===== src/rtl/qrs_beat_tracker_if.sv =====
// Sample-stream bundle between the adaptive-threshold stage and the beat tracker.
//
// Handshake: sample_en is a one-cycle valid strobe with no ready. The tracker
// accepts every strobed sample, so a producer may assert sample_en on
// consecutive cycles. qrs_in is meaningful only while sample_en is high.
// The tracker never stalls the producer.
interface qrs_beat_tracker_if;
   logic        sample_en;
   logic        qrs_in;
   logic        beat_pulse;
   logic [15:0] rr_interval;
   logic [15:0] rr_avg;
   logic        avg_valid;
   logic        asystole;
   logic [15:0] beat_count;
   logic [1:0]  state_dbg;    // FSM state: 0 ARM, 1 CONFIRM, 2 REFRACTORY

   // Producer side: drives samples and observes results.
   modport master (
      output sample_en, qrs_in,
      input  beat_pulse, rr_interval, rr_avg, avg_valid, asystole, beat_count, state_dbg
   );

   // Tracker side: consumes samples and produces results.
   modport slave (
      input  sample_en, qrs_in,
      output beat_pulse, rr_interval, rr_avg, avg_valid, asystole, beat_count, state_dbg
   );
endinterface


===== src/rtl/qrs_beat_tracker.sv =====
// QRS beat tracker. It debounces the raw detection bit, applies a refractory
// window after each beat and measures R-R intervals in samples. It keeps an
// 8-beat running average and raises asystole when beats stop arriving.
module qrs_beat_tracker #(
   parameter int REFRACT = 50,
   parameter int MIN_RUN = 3,
   parameter int TIMEOUT = 3000
) (
   input logic                clk,
   input logic                rst,
   qrs_beat_tracker_if.slave  bus
);

   typedef enum logic [1:0] {
      ARM        = 2'd0,
      CONFIRM    = 2'd1,
      REFRACTORY = 2'd2
   } state_t;

   state_t      state;
   logic [3:0]  run;
   logic [15:0] ref_cnt;
   logic [15:0] rr_cnt;
   logic        first;
   logic [15:0] hist [8];
   logic [2:0]  wr_ptr;
   logic [3:0]  fill;
   logic [18:0] sum;
   logic        avg_upd;

   logic        beat_pulse_q;
   logic [15:0] rr_interval_q;
   logic [15:0] rr_avg_q;
   logic        avg_valid_q;
   logic        asystole_q;
   logic [15:0] beat_count_q;

   logic [3:0]  run_inc;
   logic [15:0] rr_inc;
   logic        beat_now;
   logic        timeout_hit;

   // Next-sample arithmetic and event detection for the current sample.
   always_comb begin
      run_inc     = run + 4'd1;
      rr_inc      = (rr_cnt == 16'hFFFF) ? rr_cnt : rr_cnt + 16'd1;
      beat_now    = 1'b0;
      timeout_hit = 1'b0;
      if (bus.sample_en && bus.qrs_in) begin
         if (state == ARM && MIN_RUN == 1)
            beat_now = 1'b1;
         else if (state == CONFIRM && run_inc == 4'(MIN_RUN))
            beat_now = 1'b1;
      end
      // A beat on the same sample wins over the timeout.
      if (bus.sample_en && !first && !beat_now && rr_inc == 16'(TIMEOUT))
         timeout_hit = 1'b1;
   end

   // Debounce / refractory state machine.
   always_ff @(posedge clk or posedge rst) begin
      if (rst) begin
         state   <= ARM;
         run     <= 4'd0;
         ref_cnt <= 16'd0;
      end else if (bus.sample_en) begin
         case (state)
            ARM: begin
               if (bus.qrs_in) begin
                  if (MIN_RUN == 1) begin
                     state   <= REFRACTORY;
                     run     <= 4'd0;
                     ref_cnt <= 16'd0;
                  end else begin
                     state <= CONFIRM;
                     run   <= 4'd1;
                  end
               end
            end
            CONFIRM: begin
               if (!bus.qrs_in) begin
                  state <= ARM;
                  run   <= 4'd0;
               end else if (run_inc == 4'(MIN_RUN)) begin
                  state   <= REFRACTORY;
                  run     <= 4'd0;
                  ref_cnt <= 16'd0;
               end else begin
                  run <= run_inc;
               end
            end
            REFRACTORY: begin
               // qrs_in is ignored; leave after REFRACT samples.
               if (ref_cnt + 16'd1 == 16'(REFRACT)) begin
                  state   <= ARM;
                  ref_cnt <= 16'd0;
               end else begin
                  ref_cnt <= ref_cnt + 16'd1;
               end
            end
            default: state <= ARM;
         endcase
      end
   end

   // Interval counting, beat bookkeeping, history and asystole detection.
   always_ff @(posedge clk or posedge rst) begin
      if (rst) begin
         rr_cnt        <= 16'd0;
         first         <= 1'b1;
         wr_ptr        <= 3'd0;
         fill          <= 4'd0;
         sum           <= 19'd0;
         avg_upd       <= 1'b0;
         beat_pulse_q  <= 1'b0;
         rr_interval_q <= 16'd0;
         asystole_q    <= 1'b0;
         beat_count_q  <= 16'd0;
         for (int i = 0; i < 8; i++) hist[i] <= 16'd0;
      end else begin
         beat_pulse_q <= 1'b0;
         avg_upd      <= 1'b0;
         if (bus.sample_en) begin
            rr_cnt <= beat_now ? 16'd0 : rr_inc;
            if (beat_now) begin
               beat_pulse_q <= 1'b1;
               if (beat_count_q != 16'hFFFF) beat_count_q <= beat_count_q + 16'd1;
               if (first) begin
                  // No previous beat to measure from.
                  first      <= 1'b0;
                  asystole_q <= 1'b0;
               end else begin
                  rr_interval_q <= rr_inc;
                  hist[wr_ptr]  <= rr_inc;
                  wr_ptr        <= wr_ptr + 3'd1;
                  // Evicted slot reads 0 until the history has filled once.
                  sum           <= sum + {3'b000, rr_inc} - {3'b000, hist[wr_ptr]};
                  if (fill != 4'd8) fill <= fill + 4'd1;
                  avg_upd       <= 1'b1;
               end
            end else if (timeout_hit) begin
               // rr_interval and rr_avg deliberately keep their last values.
               asystole_q   <= 1'b1;
               first        <= 1'b1;
               beat_count_q <= 16'd0;
               wr_ptr       <= 3'd0;
               fill         <= 4'd0;
               sum          <= 19'd0;
               for (int i = 0; i < 8; i++) hist[i] <= 16'd0;
            end
         end
      end
   end

   // Average output stage, one clock behind the sum register.
   always_ff @(posedge clk or posedge rst) begin
      if (rst) begin
         rr_avg_q    <= 16'd0;
         avg_valid_q <= 1'b0;
      end else begin
         avg_valid_q <= (fill == 4'd8);
         if (avg_upd) rr_avg_q <= sum[18:3];
      end
   end

   assign bus.beat_pulse  = beat_pulse_q;
   assign bus.rr_interval = rr_interval_q;
   assign bus.rr_avg      = rr_avg_q;
   assign bus.avg_valid   = avg_valid_q;
   assign bus.asystole    = asystole_q;
   assign bus.beat_count  = beat_count_q;
   assign bus.state_dbg   = state;

endmodule

===== src/flat_wrapper.sv =====
// flat-port wrapper written by rule: the top's interface ports become plain ports
module qrs_beat_tracker_flat 
#(
   parameter int REFRACT = 50,
   parameter int MIN_RUN = 3,
   parameter int TIMEOUT = 3000
)
  (clk, rst, bus_sample_en, bus_qrs_in, bus_beat_pulse, bus_rr_interval, bus_rr_avg, bus_avg_valid, bus_asystole, bus_beat_count, bus_state_dbg);
  qrs_beat_tracker_if bus_i ();
  input logic clk;
  input logic rst;
  input wire logic [$bits(bus_i.sample_en)-1:0] bus_sample_en;
  input wire logic [$bits(bus_i.qrs_in)-1:0] bus_qrs_in;
  output wire logic [$bits(bus_i.beat_pulse)-1:0] bus_beat_pulse;
  output wire logic [$bits(bus_i.rr_interval)-1:0] bus_rr_interval;
  output wire logic [$bits(bus_i.rr_avg)-1:0] bus_rr_avg;
  output wire logic [$bits(bus_i.avg_valid)-1:0] bus_avg_valid;
  output wire logic [$bits(bus_i.asystole)-1:0] bus_asystole;
  output wire logic [$bits(bus_i.beat_count)-1:0] bus_beat_count;
  output wire logic [$bits(bus_i.state_dbg)-1:0] bus_state_dbg;
  assign bus_i.sample_en = bus_sample_en;
  assign bus_i.qrs_in = bus_qrs_in;
  assign bus_beat_pulse = bus_i.beat_pulse;
  assign bus_rr_interval = bus_i.rr_interval;
  assign bus_rr_avg = bus_i.rr_avg;
  assign bus_avg_valid = bus_i.avg_valid;
  assign bus_asystole = bus_i.asystole;
  assign bus_beat_count = bus_i.beat_count;
  assign bus_state_dbg = bus_i.state_dbg;
  qrs_beat_tracker #(.REFRACT(REFRACT), .MIN_RUN(MIN_RUN), .TIMEOUT(TIMEOUT)) u_core (.clk(clk), .rst(rst), .bus(bus_i));
endmodule

===== config.mk =====
export PLATFORM = sky130hd
export DESIGN_NAME = qrs_beat_tracker_flat
export DESIGN_NICKNAME = d
export VERILOG_FILES = /design/src/rtl/qrs_beat_tracker_if.sv /design/src/rtl/qrs_beat_tracker.sv /design/src/flat_wrapper.sv
export SDC_FILE = /design/constraint.sdc
export NUM_CORES = 1
export LEC_CHECK = 0
export ABC_CLOCK_PERIOD_IN_PS = 8000
export BUFFER_PORTS_ARGS = -buffer_cell sky130_fd_sc_hd__buf_4
export CAP_MARGIN = 20
export CORE_MARGIN = 2
export CORE_UTILIZATION = 62
export DETAILED_ROUTE_END_ITERATION = 10
export GPL_TIMING_DRIVEN = 1
export PLACE_DENSITY = 0.8
export SYNTH_ARGS = -nofsm -noshare
export SYNTH_HDL_FRONTEND = slang
export SYNTH_SLANG_ARGS = --single-unit

===== constraint.sdc =====
create_clock -name clk -period 8 [get_ports clk]
set_input_delay 0 -clock clk [delete_from_list [all_inputs] [get_ports clk]]
set_output_delay 0 -clock clk [all_outputs]
set_load 0.01 [all_outputs]

==> summary.md, run 1 <==
| Metric | Value |
|---|---|
| Total track usage | `0.3025` |
| R2R depth | `15` |
| Fin crit share | `0.6471` |
| Switching power share of the total | `0.3148` |
| Fmax | `0.1932 GHz` |
| Largest net degree at the start of global routing | `111` |
| RSZ-0062 raised after global routing | `no` |
| Clk Latency, worst-skew pair | `0.54 ns` |
| Status | `complete, no violations` |
| Final Non-Filler Cells | `1537` |
| Post-synth EDFFs | `0` |
| Initial Util | `0.6377` |
| R2R setup slack | `2.82 ns` |
| Detailed Route WL | `31980 um` |
| Worst r2r dst | `u_core.sum[15]` |
| Port Buf Inserts | `56` |
| Flop pwr share | `0.388` |
| Post-CTS Resized | `0` |
| Main flop type after synthesis | `dfrtp_1` |
| CTS sink count | `245` |
| Post-Syn Area | `12490 um2` |
| Synth Warn # | `0` |
| CTS H-Tree Depth | `1` |
| DRC Markers | `0` |
| Layout area overhead | `13.33%` |
| Logic pwr share | `0.245` |
| Postcts setup bufs | `0` |
| Die area | `21300 um2` |
| GR Overflow Total | `0` |
| Crit. Startpoint | `u_core.rr_cnt[0]` |
| Antenna violations before repair | `0` |
| Core area | `19590 um2` |
| Netlist cell types | `64` |
| Vias | `10055` |
| Placer Congestion | `0.9420` |
| Cell Rows | `51` |
| Post-route setup TNS | `0 ns` |
| Cell Count Post-Placement | `1485` |
| Avg Vias per Cell | `6.542` |
| Crit. End Element | `flop` |
| Max clock buf depth | `3` |
| Slew Viols, Final | `0` |
| Switch Pwr | `0.001167 W` |
| CTS Root Cell | `clkbuf_16` |
| Drt first-iter violations | `1078` |
| Routed Antenna Nets | `0` |
| Clk pin slew, worst setup/hold paths | `0.07 ns` |
| Hpwl dp | `20420 um` |
| Max VDD drop | `0.0002730 V` |
| Syn Inst Count | `1218` |
| Clock period minus worst slack | `5.177 ns` |
| Post-synth ARST share | `1.000` |
| Hold Fails Final Rpt | `0` |
| CP Class | `flop to flop` |
| Chip width | `146.0 um` |
| Worst min-delay path class | `primary input to asynchronous set/reset pin` |
| Max_cap viols | `0` |
| Slew headroom | `0.2706` |
| Seq/Total Area, Yosys | `0.4908` |
| Crit Path Max Fanout | `10` |
| First-pass DRT Iterations | `5` |
| Wire per inst | `20.81 um` |
| Worst Max-Slew Pin Slew | `1.094 ns` |
| Synthesized Nets | `1266` |
| Share of cells above drive strength 1 | `0.1297` |
| Worst r2r src | `u_core.rr_cnt[0]` |
| Fillers | `1394` |
| LEAKAGE | `6.580 nW` |
| Pint | `0.002539 W` |
| Die Height | `146.0 um` |
| Vias in the first global route | `9636` |
| Worst EP required | `8.45 ns` |
| Crit path DAT | `5.63 ns` |
| Final setup fails | `0` |
| PwrDens | `261.8 nW/um2` |
| Top Ports | `57` |
| Critical Path Start Type | `flop` |
| CTS tree | `done` |
| Syn_area_per_cell | `10.26 um2` |
| Final #Nets | `1300` |
| Synthesized flop and latch total | `245` |
| First-pass GRT wire length | `52250 um` |
| Antenna Cells | `0` |
| Total CTS buffers | `26` |
| Clk pwr share | `0.367` |
| Max Clock Skew | `0.02091 ns` |
-- layer usage --
metal | track usage | wire, um | part of all wire
met2 | 0.4672 | 14640 | 0.46
met1 | 0.4388 | 13740 | 0.43
met4 | 0.1098 | 1241 | 0.039
met3 | 0.04608 | 2353 | 0.074
met5 | 0 | 0 | 0
-- what timing repair did --
action | CTS | global route
hold buffers | 3 | 0
hold endpoints to repair | 125 | 0
setup endpoints to repair | 0 | 0
-- synth_stat cells (4+ instances only) --
cell,instances,share of area
a22o_1,93,0.065
and4_1,8,0.0056
nand2_1,127,0.038
nor3b_1,5,0.0030
clkbuf_1,55,0.017
a31oi_1,12,0.0060
o21bai_1,6,0.0036
inv_1,66,0.020
xor2_1,12,0.0084
nor3_1,18,0.0072
o41ai_1,4,0.0028
o22ai_1,4,0.0020
nor2_1,64,0.019
mux2i_1,10,0.0080
o21ai_0,72,0.029
dfrtp_1,244,0.49
buf_2,14,0.0056
o2bb2ai_1,40,0.028
fa_1,16,0.026
o31ai_1,21,0.013
o22ai_2,8,0.0080
nand3_1,26,0.010
and3_1,13,0.0065
xnor2_1,17,0.012
a21o_1,20,0.012
a21oi_1,22,0.0088
nand2b_1,6,0.0030
nor2b_1,5,0.0025
nand4_1,24,0.012
a22oi_1,62,0.037
ha_1,28,0.028
nor4_1,16,0.0080
mux2_2,19,0.017
and2_1,5,0.0025
or3_1,13,0.0065
-- power groups by stage --
stage | Combinational [W] | Clock, W | Sequential, W
6_report | 0.000908 | 0.00136 | 0.00144
5_1_grt | 0.00102 | 0.00143 | 0.00145
4_1_cts | 0.000894 | 0.00137 | 0.00143
3_5_place_dp | 0.000880 | 0 | 0.00145
3_3_place_gp | 0.000859 | 0 | 0.00145
2_1_floorplan | 0.000709 | 0 | 0.00140
-- cell usage in the layout, fill, tap and decap left out, types with 8 or more instances in the layout --
cell       count
a21o_1        20
a21oi_1       22
a22o_1        93
a22oi_1       62
a31oi_1       11
and3_1        13
and4_1         8
buf_4         73
clkbuf_16     26
dfrtp_1      244
fa_1          16
ha_1          28
inv_1         65
mux2_2        19
mux2i_1       10
nand2_1      127
nand3_1       26
nand4_1       24
nor2_1        63
nor3_1        17
nor4_1        16
o21ai_0       71
o22ai_2        8
o2bb2ai_1     40
o31ai_1       21
or3_1         13
xnor2_1       17
xor2_1        12
-- worst max-delay path by stage --
stage	to	slack (ns)	cells after the start
2_1_floorplan	u_core.avg_upd	1.27	1
3_3_place_gp	u_core.sum[15]	3.09	15
3_5_place_dp	u_core.sum[15]	2.92	15
4_1_cts	u_core.sum[15]	2.88	15
5_1_grt	u_core.sum[15]	2.42	15
6_report	u_core.sum[15]	2.82	15
-- area by class of cell --
type | instances | area [um2] | share of cell area
Sequential cell | 245 | 6132 | 0.4331
Multi-Input combinational cell | 833 | 5834 | 0.4121
Clock buffer | 33 | 737.0 | 0.05205
Timing Repair Buffer | 77 | 605.6 | 0.04277
Tap cell | 265 | 331.6 | 0.02342
Inverter | 69 | 266.5 | 0.01882
Clock inverter | 15 | 251.5 | 0.01776
-- cell families after synthesis --
logic type / count (synthesis) / share of synthesized area
AO/OA/AOI/OAI: 385 / 0.2297
XOR/XNOR: 29 / 0.02033
adder cells (fa/ha/maj): 44 / 0.05368
buffers and inverters: 140 / 0.04407
flip-flops: 245 / 0.4908
multiplexers: 29 / 0.02514
AND/OR/NAND/NOR: 346 / 0.1362
-- stage by stage --
stage	setup slack [ns]	util	hold slack (ns)	cell area, um2	power [W]
4_1_cts	2.878	0.7213	0.1733	14130	0.003700
5_1_grt	2.425	0.7227	0.2271	14160	0.003892
2_1_floorplan	1.272	-	0.1622	12490	0.002113
6_report	2.823	0.7227	0.1425	14160	0.003706
3_5_place_dp	2.922	0.6693	0.1790	13110	0.002331
3_3_place_gp	3.088	0.6693	0.1791	13110	0.002308
-- sequential cells by signal, indices dropped and copies added (netlist names) --
signal	count
u_core.avg_upd	1
u_core.bus.asystole	1
u_core.bus.avg_valid	1
u_core.bus.beat_count	16
u_core.bus.beat_pulse	1
u_core.bus.rr_avg	16
u_core.bus.rr_interval	16
u_core.bus.state_dbg	2
u_core.fill	4
u_core.first	1
u_core.hist	128
u_core.ref_cnt	16
u_core.rr_cnt	16
u_core.run	4
u_core.sum	19
u_core.wr_ptr	3
-- critical path, cell delays in order (launching register included) --
cell       delay, ns
dfrtp_1         0.47
ha_1            0.28
nand4_2         0.26
or4_1           0.68
mux2i_1         0.43
fa_1            0.54
inv_1           0.08
ha_1            0.24
a211oi_1        0.37
o21a_1          0.20
o31ai_1         0.13
o31ai_1         0.30
o21ai_0         0.29
a2111oi_0       0.55
nor3_1          0.12
o21ai_0         0.16
(Power assumes the default switching activity.)
==> run 2, diff against run 1 <==
--- a/config.mk
+++ b/config.mk
@@ -5,14 +5,15 @@
 export SDC_FILE = /design/constraint.sdc
 export NUM_CORES = 1
 export LEC_CHECK = 0
-export ABC_CLOCK_PERIOD_IN_PS = 8000
+export ABC_AREA = 1
+export ABC_CLOCK_PERIOD_IN_PS = 4500
 export BUFFER_PORTS_ARGS = -buffer_cell sky130_fd_sc_hd__buf_4
 export CAP_MARGIN = 20
 export CORE_MARGIN = 2
-export CORE_UTILIZATION = 62
+export CORE_UTILIZATION = 56
 export DETAILED_ROUTE_END_ITERATION = 10
 export GPL_TIMING_DRIVEN = 1
-export PLACE_DENSITY = 0.8
+export PLACE_DENSITY = 0.76
 export SYNTH_ARGS = -nofsm -noshare
 export SYNTH_HDL_FRONTEND = slang
 export SYNTH_SLANG_ARGS = --single-unit
==> constraint.sdc (replaced) <==
create_clock -name clk -period 4.5 [get_ports clk]
set_input_delay 0 -clock clk [delete_from_list [all_inputs] [get_ports clk]]
set_output_delay 0 -clock clk [all_outputs]
set_load 0.01 [all_outputs]
==> run 2 against run 1 <==
Clock-buffer cell count is 10 higher. Non-clock buffer count is 17 higher. Cell area is 5.7% higher. Critical path type unchanged. First-iteration DRC count is 6.9% higher.
==> summary.md, run 2 <==
| Metric | Value |
|---|---|
| Max clock buf depth | `3` |
| Antenna violations before repair | `0` |
| Fmax | `0.2472 GHz` |
| Crit. path cell count | `16` |
| Crit path max-delay family | `compound AO/OA/AOI/OAI gates` |
| Clk pin slew, worst setup/hold paths | `0.06 ns` |
| Max Clock Skew | `0.01541 ns` |
| Syn_area_per_cell | `8.006 um2` |
| Slowest-stage cell, CP | `fa_1` |
| PwrDens | `422.1 nW/um2` |
| Largest registers | `u_core.hist: 128 flops, u_core.sum: 19 flops` |
| Port Buf Inserts | `56` |
| Synth Warn # | `0` |
| Worst r2r dst | `u_core.sum[18]` |
| Fin crit share | `0.8988` |
| Post-Layout Inst Area | `14970 um2` |
| Clock period minus worst slack | `4.045 ns` |
| Total CTS buffers | `27` |
| Syn Inst Count | `1658` |
| Layout area overhead | `12.78%` |
| Commonest non-fill, non-tap cell in the layout | `nand2_1` |
| Crit Path Max Fanout | `10` |
| Final setup fails | `0` |
| DRC Markers | `0` |
| Cell Count Post-Placement | `2001` |
| Max reg flops | `128` |
| CP Class | `flop to flop` |
| Clk Latency, worst-skew pair | `0.56 ns` |
| Buffers and inverters on the worst path | `3` |
| Crit. Startpoint | `u_core.wr_ptr[1]` |
| Avg Vias per Cell | `5.730` |
| Total track usage | `0.3112` |
| Placer Congestion | `0.9020` |
| Max_cap viols | `0` |
| Routed Antenna Nets | `0` |
| Netlist cell types | `46` |
| Post-Syn Area | `13270 um2` |
| Final Non-Filler Cells | `2055` |
| Synth area leader | `dfrtp_1` |
| Status | `complete, no violations` |
| Core area | `23400 um2` |
| First-pass DRT Iterations | `7` |
| RSZ-0062 raised after global routing | `no` |
| Synth top cells by count | `nand2_1 (514), dfrtp_1 (244), nand3_1 (185), inv_1 (157), nor2_1 (99)` |
| Cell Rows | `56` |
| Synthesized flop and latch total | `245` |
| Chip width | `158.0 um` |
| Crit path largest cell delay | `0.56 ns` |
| Initial Util | `0.5672` |
| Top-count cell post-synth | `nand2_1` |
| Seq/Total Area, Yosys | `0.4620` |
| First-pass GRT wire length | `60330 um` |
| Worst r2r src | `u_core.wr_ptr[1]` |
| Slew Viols, Final | `0` |
| Main flop type after synthesis | `dfrtp_1` |
| Max VDD drop | `0.0003005 V` |
| Worst min-delay path class | `primary input to flop` |
| Worst Max-Slew Pin Slew | `0.9905 ns` |
| Hpwl dp | `25380 um` |
| Total power draw | `0.006319 W` |
| Vias | `11775` |
| Crit. End Element | `flop` |
| Synth top area share | `0.4600` |
| Drt first-iter violations | `1152` |
| GR Overflow Total | `0` |
| Critical path cell sequence | `inv_1, nor3_2, buf_4, a22o_1, a221oi_1, nand4_1, fa_1, fa_1, o21ai_0, buf_4, a21boi_0, o21ai_0, nand2_1, nand2_1, xor2_1, o21ai_1` |
| Synthesized Nets | `1706` |
| Largest net degree at the start of global routing | `148` |
| Final #Nets | `1763` |
| Slew headroom | `0.3397` |
| Critical path endpoint | `u_core.sum[18]` |
| Vias in the first global route | `11387` |
| Core Util, Final | `0.6397` |
| Postcts setup bufs | `0` |
| Biggest register | `u_core.hist` |
| Post-synth ARST share | `1.000` |
| Crit path DAT | `4.46 ns` |
| Post-synth EDFFs | `0` |
| CTS tree | `done` |
| CTS sink count | `245` |
| CTS Root Cell | `clkbuf_16` |
| Worst EP required | `4.92 ns` |
| R2R depth | `16` |
| Hold Fails Final Rpt | `0` |
| Largest cells by area after synthesis | `dfrtp_1 (46%), nand2_1 (15%), nand3_1 (7.0%)` |
| Die Height | `158.0 um` |
| LEAKAGE | `7.650 nW` |
| Post-route setup TNS | `0 ns` |
| Detailed Route WL | `37860 um` |
| CTS H-Tree Depth | `1` |
| Die area | `24950 um2` |
| Share of cells above drive strength 1 | `0.1106` |
| Wire per inst | `18.42 um` |
| DP Area | `14040 um2` |
| Antenna Cells | `0` |
| Top Ports | `57` |
| R2R setup slack | `0.46 ns` |
| Critical Path Start Type | `flop` |
| Most frequent cells in the layout | `nand2_1 (514), dfrtp_1 (244), nand3_1 (185)` |
-- run 2: logic make-up (layout without fill, tap and decap cells) --
logic type,Yosys count,in the layout,share of synthesized area
buf+inv,234,312,0.07484
fa+ha+maj,44,44,0.05052
flops,245,245,0.4620
simple gates,892,892,0.2941
compound gates,207,207,0.09445
mux,2,2,0.001697
xor+xnor,34,34,0.02243
-- run 2: cell type report --
class / instances / area [um2]
fill: 2081 / 8432
timing repair buffer: 94 / 728.2
sequential: 245 / 6132
multi-input combinational: 1179 / 6195
clock buffer: 43 / 785.8
inverter: 168 / 634.4
tap: 319 / 399.1
clock inverter: 7 / 96.34
-- run 2: power by group --
| part | switching (W) | total (W) | internal [W] | leakage [nW] |
|---|---|---|---|---|
| Combinational | 0.00110 | 0.00167 | 0.000570 | 3.90 |
| Clock | 0.000923 | 0.00223 | 0.00131 | 0.431 |
| Sequential | 0.000112 | 0.00242 | 0.00230 | 3.32 |
| Total | 0.00213 | 0.00632 | 0.00419 | 7.65 |
-- run 2: worst min-delay path by stage --
stage | depth (start not counted) | to | from
6_report | 4 | u_core.run[0] | bus_qrs_in
3_5_place_dp | 2 | u_core.fill[0] | rst
2_1_floorplan | 2 | u_core.run[0] | bus_qrs_in
5_1_grt | 3 | u_core.rr_cnt[3] | bus_sample_en
3_3_place_gp | 2 | u_core.fill[0] | rst
4_1_cts | 3 | u_core.rr_cnt[0] | bus_sample_en
-- run 2: timing repair --
action	in CTS	in global routing
endpoints found under the hold margin	212	0
gates resized for setup	0	1
hold buffers	4	0
setup endpoints to repair	0	1
-- run 2: worst reg2reg max path, cell delays in order (launching register included) --
cell      delay, ns
dfrtp_1        0.48
inv_1          0.23
nor3_2         0.08
buf_4          0.21
a22o_1         0.22
a221oi_1       0.20
nand4_1        0.26
fa_1           0.56
fa_1           0.50
o21ai_0        0.19
buf_4          0.16
a21boi_0       0.15
o21ai_0        0.29
nand2_1        0.09
nand2_1        0.08
xor2_1         0.15
o21ai_1        0.08
-- run 2: per-stage QoR --
stage / hold WS (ns) / worst slack, ns
3_3_place_gp: -0.01877 / 0.4997
6_report: 0.3697 / 0.4554
3_5_place_dp: -0.02073 / 0.3427
5_1_grt: 0.3968 / 0.1989
2_1_floorplan: 0.2040 / 0.7214
4_1_cts: 0.3518 / 0.3427
-- run 2: per-layer routing --
layer	GRT usage	share of wire	vias up
met1	0.4073	0.41	5638
li1	-	-	5518
met4	0.1266	0.041	0
met2	0.5083	0.47	512
met5	0	0	-
met3	0.06378	0.082	107
